### src/rtl/data_mem_ctrl.sv
// MEM-stage sequencer for a variable-latency data memory: one req/ack
// transaction per access, pipeline stall while busy, timeout abort.
module data_mem_ctrl #(
   parameter int DATA_W  = 32,
   parameter int TIMEOUT = 255
) (
   input  logic              clk_i,
   input  logic              rst_i,
   input  logic [1:0]        mem_ctrl_i,
   input  logic [DATA_W-1:0] addr_i,
   input  logic [DATA_W-1:0] wdata_i,
   output logic              stall_o,
   output logic [DATA_W-1:0] rdata_o,
   output logic              rdata_valid_o,
   output logic              err_o,
   output logic [15:0]       stall_cnt_o,
   output logic              mem_req_o,
   output logic              mem_we_o,
   output logic [DATA_W-1:0] mem_addr_o,
   output logic [DATA_W-1:0] mem_wdata_o,
   input  logic              mem_ack_i,
   input  logic [DATA_W-1:0] mem_rdata_i
);

   typedef enum logic [1:0] {IDLE, ACCESS, DONE} state_t;

   localparam logic [7:0] TIMEOUT_LAST = 8'(TIMEOUT - 1);

   state_t     state;
   state_t     next_state;
   logic [7:0] tmo_cnt;
   logic       tmo_hit;
   logic       cs;

   assign cs      = mem_ctrl_i[1];
   assign tmo_hit = (tmo_cnt == TIMEOUT_LAST);

   always_ff @(posedge clk_i) begin
      if (rst_i) state <= IDLE;
      else       state <= next_state;
   end

   // DONE never launches a new access: EX/MEM still holds the serviced instruction
   always_comb begin
      next_state = state;
      stall_o    = 1'b0;
      unique case (state)
         IDLE: begin
            if (cs) begin
               stall_o    = 1'b1;
               next_state = ACCESS;
            end
         end
         ACCESS: begin
            stall_o = 1'b1;
            if (mem_ack_i || tmo_hit) next_state = DONE;
         end
         DONE:    next_state = IDLE;
         default: next_state = IDLE;
      endcase
   end

   always_ff @(posedge clk_i) begin
      if (rst_i) begin
         mem_req_o     <= 1'b0;
         mem_we_o      <= 1'b0;
         mem_addr_o    <= '0;
         mem_wdata_o   <= '0;
         rdata_o       <= '0;
         rdata_valid_o <= 1'b0;
         err_o         <= 1'b0;
         stall_cnt_o   <= 16'h0000;
         tmo_cnt       <= 8'h00;
      end else begin
         rdata_valid_o <= 1'b0;
         err_o         <= 1'b0;
         if (stall_o && (stall_cnt_o != 16'hFFFF)) stall_cnt_o <= stall_cnt_o + 16'd1;
         unique case (state)
            IDLE: begin
               if (cs) begin
                  mem_req_o   <= 1'b1;
                  mem_we_o    <= mem_ctrl_i[0];
                  mem_addr_o  <= addr_i;
                  mem_wdata_o <= wdata_i;
                  tmo_cnt     <= 8'h00;
               end
            end
            // ack takes priority over an expiring timeout in the same cycle
            ACCESS: begin
               if (mem_ack_i) begin
                  mem_req_o <= 1'b0;
                  if (!mem_we_o) begin
                     rdata_o       <= mem_rdata_i;
                     rdata_valid_o <= 1'b1;
                  end
               end else if (tmo_hit) begin
                  mem_req_o <= 1'b0;
                  err_o     <= 1'b1;
                  rdata_o   <= '0;
               end else begin
                  tmo_cnt <= tmo_cnt + 8'd1;
               end
            end
            DONE:    ;
            default: ;
         endcase
      end
   end

endmodule

### config.mk
export PLATFORM = sky130hd
export DESIGN_NAME = data_mem_ctrl
export DESIGN_NICKNAME = d
export VERILOG_FILES = /design/src/rtl/data_mem_ctrl.sv
export SDC_FILE = /design/constraint.sdc
export NUM_CORES = 1
export LEC_CHECK = 0
export BUFFER_PORTS_ARGS = -buffer_cell sky130_fd_sc_hd__buf_2
export CAP_MARGIN = 5
export CORE_UTILIZATION = 42
export CTS_CLUSTER_DIAMETER = 30
export DETAILED_ROUTE_END_ITERATION = 7
export PLACE_DENSITY = 0.76
export SYNTH_ARGS = -nofsm -noshare
export SYNTH_HDL_FRONTEND = slang
export SYNTH_SLANG_ARGS = --single-unit
### constraint.sdc
create_clock -name clk_i -period 1.48 [get_ports clk_i]
set_input_delay 0.074 -clock clk_i [delete_from_list [all_inputs] [get_ports clk_i]]
set_output_delay 0.074 -clock clk_i [all_outputs]
set_load 0.01 [all_outputs]
Word level (Yosys, flattened, before mapping):

Cells that the tools add are included.

* bitwise operators: 2
* reduce and logical (&&, ||, !) cells: 12
* mux-type cells: 18
* $add $sub $neg: 2
* eq/ne operators: 9

Operators by type and width (number)
* $mux W32: 3
* $mux W8: 3
* $add A16 B1 Y16 const B: 1
* $ne A16 B16 Y1 const B: 1
* $pmux W8 S2: 1
* $ne A2 B2 Y1 const B: 5
* $add A8 B1 Y8 const B: 1
* $eq A8 B8 Y1 const B: 1
* $mux W1: 6
* $reduce_and A3 Y1: 2
* $reduce_or A3 Y1: 2
* $mux W2: 2
* $pmux W1 S2: 2
* $pmux W2 S2: 1
* $reduce_and A2 Y1: 2
* $reduce_and A4 Y1: 1
* $reduce_bool A2 Y1: 2
* $ne A3 B3 Y1 const B: 1
* $eq A2 B1 Y1 const B: 1
* $logic_not A2 Y1: 1
* $not A1 Y1: 2
* $logic_and A1 B1 Y1: 1
* $logic_or A1 B1 Y1: 1

* output and inout port bits: 117
* bits of input ports: 101
* bits in registers: 126
* logic and storage cells: 53

Longest topological paths before layout:

* depth in word-level cells: 4
* gate-level depth with buffers: 7
* mapped depth without buffers: 6

Least setup slack after synthesis:

OpenSTA, ideal clock, no wires.

* path type: flip-flop to flip-flop
* start: register tmo_cnt[0]
* end: register rdata_o[0]
* path slack: -68 ps
* setup time: 117 ps
* arrival time: 1432 ps
* buffers on the path: 1
* required time: 1363 ps
* clock period less this slack: 1548 ps
* cell stages (with the launch flop): 8
* path through: dfxtp_1 inv_1 ha_1 nand4_1 o31ai_1 a21oi_2 buf_6 a22o_1

* cells in the longest elaborated chain, start to end: 3

RTL lines
* from (decl): RTL line 31 `logic [7:0] tmo_cnt;`
* from (signal assigned): RTL line 101 `tmo_cnt <= tmo_cnt + 8'd1;`
* $eq A8 B8 Y1: RTL line 36 `assign tmo_hit = (tmo_cnt == TIMEOUT_LAST);`
* $reduce_bool A2 Y1 (no source line)
* $reduce_and A3 Y1 (no source line)
* to (signal assigned): RTL line 93 `rdata_o <= mem_rdata_i;`
* to (decl): RTL line 13 `output logic [DATA_W-1:0] rdata_o,`

Every way passes these cells.
A chain may end at the register's enable or synchronous reset.

Worst setup path in the final report:

* start: register tmo_cnt[0]
* end: register rdata_o[16]

The elaborated chain is that of the path after synthesis.

==> impl_results.md <==
- Status: finished with violations
- Failing checks: negative setup slack
- Synth area leader: dfxtp_1
- Worst Reg-to-Reg Cells: 7
- Commonest non-fill, non-tap cell in the layout: buf_2
- Starting Density: approximately 44%
- Worst setup path end: rdata_o[16]$_SDFFE_PP0P_
- Pwr per Cell Area: approximately 1100 nW/um2
- Clk root buf: clkbuf_16
- Relative slew slack: 74.0%
- Kind of critical path: register to register
- DP HPWL: around 9000 um
- Number of global-route vias before repair: ~5.3k
- P_leak: 3.79 nW
- CP Max Fanout: 32
- Cell count after synthesis: between 500 and 600
- Num rows: 38
- Routability Congestion: between 0.8 and 0.9
- RSZ-0062 raised after global routing: yes
- Router iterations before antenna repair: 5
- DRC errors left: 0
- Main flop type after synthesis: dfxtp_1
- Worst-Skew Late Latency: between 400 and 500 ps
- Total gr overflow: 0
- Initial antenna violation count: 0
- Max cap viols: 0
- Maximum clock path buffer count: 2
- Count of final hold-check violations: 0
- Top cell type's share of synthesized area: a little over half
- Syn Area/Cell: between 8 and 9 um2
- Crit. Startpoint: tmo_cnt[0]$_SDFFE_PP0P_
- Layout cell share with drive strength beyond 1: between 30% and 40%
- Startpoint Class: register
- Worst slew pin tran: 390 ps
- Synth top area cells: dfxtp_1 (53%), nand2_1 (11%), a21oi_1 (8.9%), a22o_1 (5.8%), buf_2 (1.5%)
- Die Span Y: 109 um
- Die X-Extent: around 110 um
- Post-Synthesis Net Count: 640
- I/O pins: 218
- CTS tree: yes
- Commonest cells after routing, fill and taps aside: buf_2 (216), nand2_1 (144), dfxtp_1 (112)
- Synth-to-layout area growth: 70.8%
- R2R setup slack: -80 ps
- Synth Warn #: 0
- Largest net degree at the start of global routing: 46
- Clock slew at reported path FFs: approximately 50 ps
- Routed Antenna Nets: 0
- EDFF count, synth: 0
- Antenna fix cells: 0
- DR WL/cell: roughly 16 um
- Worst Hold Class: input pin to register
- Crit share post-route: 105%
- Worst EP arrival: 1860 ps
- Yosys cell types: 51
- Finish-stage setup viols: 39
- Post-synthesis sequential area ratio: a little over half
- Inserted Clock Buffers: 17
- Placed instance area: about 6300 um2
- CTS H-tree depth: 4
- DRT iter0 DRCs: 418
- Global Route Usage Sum: roughly 26%
- Final Skew: 9.03 ps
- Worst setup margin: -78.6 ps
- Vias per cell: about 5.2
- Reg-to-Reg End: rdata_o[16]$_SDFFE_PP0P_
- Design Area, Final: approximately 8200 um2
- Async S/R FF share, synth: 0%
- Clk sinks: about 130
- VDD IR max: roughly 0.81 mV
- Layout Nets: approximately 990
- Die area: ~12000 um2
- Buffers on Ports: 217
- Tmin final: roughly 1600 ps
- Core area: approximately 11000 um2
- CP Capture Type: register
- Filler instances: roughly 740
- Yosys reg bits: approximately 130
- First-pass GRT wire length: between 20000 and 25000 um
- R2r startpoint: tmo_cnt[0]$_SDFFE_PP0P_
- Hold_ws: between 70 and 80 ps
- Fmax: approximately 640 MHz
- Via count: approximately 5.5k
- Worst Path Required: around 1800 ps
- WL final: around 16000 um
- Slew Viols, Final: 0
- Synth Cell Area: ~4800 um2
logic make-up (layout without fill, tap and decap cells):
logic type	count (synthesis)	count (layout)	share of synthesized area (%)
adder cells (fa/ha/maj)	3	3	0.783
flip-flops	126	126	52.6
AO/OA/AOI/OAI	144	144	19.2
AND/OR/NAND/NOR	215	215	21.3
multiplexers	9	9	2.06
buffers and inverters	39	404	4.12
power breakdown:
part	leakage (nW)	switching, W	internal (W)
Clock	0.309	0.00147	0.00289
Combinational	2.44	0.000584	0.000621
Sequential	1.04	0.0000932	0.00355
per-stage QoR:
| stage | setup slack [ps] | TNS (ps) | util (%) | std cells | total power [W] |
|---|---|---|---|---|---|
| 2_1_floorplan | -25.9 | -804 | - | 536 | 0.00418 |
| 3_3_place_gp | -8.24 | -228 | 57.6 | 903 | 0.00460 |
| 3_5_place_dp | -91.2 | -2540 | 57.6 | 903 | 0.00463 |
| 4_1_cts | -69.2 | -1820 | 72.8 | 1036 | 0.00921 |
| 5_1_grt | -186 | -7200 | 74.6 | 1041 | 0.00956 |
| 6_report | -78.6 | -2110 | 74.6 | 1041 | 0.00921 |
critical path, cell delays in order, from the launching register on:
cell and delay [ps]:
dfxtp_2 320, inv_2 80, ha_4 130, nand4_1 140
o31ai_2 240, a21oi_2 110, buf_12 180, a22o_1 240
worst min-delay path by stage:
| stage | depth (start not counted) | endpoint | startpoint | slack (ps) |
|---|---|---|---|---|
| after floorplan | 1 | err_o$_SDFF_PP0_ | mem_ack_i | 150 |
| after global placement | 2 | rdata_o[0]$_SDFFE_PP0P_ | mem_rdata_i[0] | 280 |
| after detailed placement | 2 | rdata_o[10]$_SDFFE_PP0P_ | mem_rdata_i[10] | 290 |
| after CTS | 2 | stall_cnt_o[2]$_SDFFE_PP0P_ | rst_i | 60 |
| after global routing | 2 | stall_cnt_o[2]$_SDFFE_PP0P_ | rst_i | 100 |
| final | 2 | stall_cnt_o[2]$_SDFFE_PP0P_ | rst_i | 80 |
registers in the layout, indices dropped and copies added, names as in the netlist:
| name | flops |
|---|---|
| tmo_cnt | 8 |
| err_o | 1 |
| mem_wdata_o | 32 |
| mem_we_o | 1 |
| mem_addr_o | 32 |
| stall_cnt_o | 16 |
| rdata_o | 32 |
| rdata_valid_o | 1 |
| mem_req_o | 1 |
| state | 2 |
layout make-up:
cell class	count	area, um2	area share (%)
Timing Repair Buffer	367	2580	31.5
Clock buffer	20	457	5.57
Tap cell	140	175	2.14
Sequential cell	126	2550	31.1
Clock inverter	12	166	2.03
Multi-Input combinational cell	371	2240	27.4
Inverter	5	21.3	0.260
synth_stat cells (all sizes together) (2+ instances only):
cell	instances
or4	2
nand4	9
and2	3
clkbuf	14
a21oi	86
mux2i	2
and3	4
nor2	12
nand2	145
a21boi	3
nor4	5
o31ai	4
or3	5
nor2b	7
nor3b	2
dfxtp	126
nand2b	4
mux2	7
and4	2
buf	20
inv	5
ha	3
nor3	4
o21ai	6
nand3	10
a41oi	2
a311oi	2
a22o	32
what timing repair did:
action                                 4_1_cts  5_1_grt
endpoints found under the hold margin       98        0
buffers inserted                             3        4
hold buffers                                98        0
pin swaps                                    6       15
resized for setup                           11       39
setup endpoints to repair                   46       61
gates cloned                                 0        1
per-layer routing:
| layer | GRT usage (%) | part of all wire [%] | vias up |
|---|---|---|---|
| li1 | - | - | 2572 |
| met4 | 16.3 | 3.6 | 0 |
| met2 | 46.8 | 53 | 239 |
| met1 | 26.4 | 38 | 2589 |
| met5 | 0 | 0 | - |
| met3 | 6.34 | 5.6 | 54 |
Power figures use the tool's default switching activity.
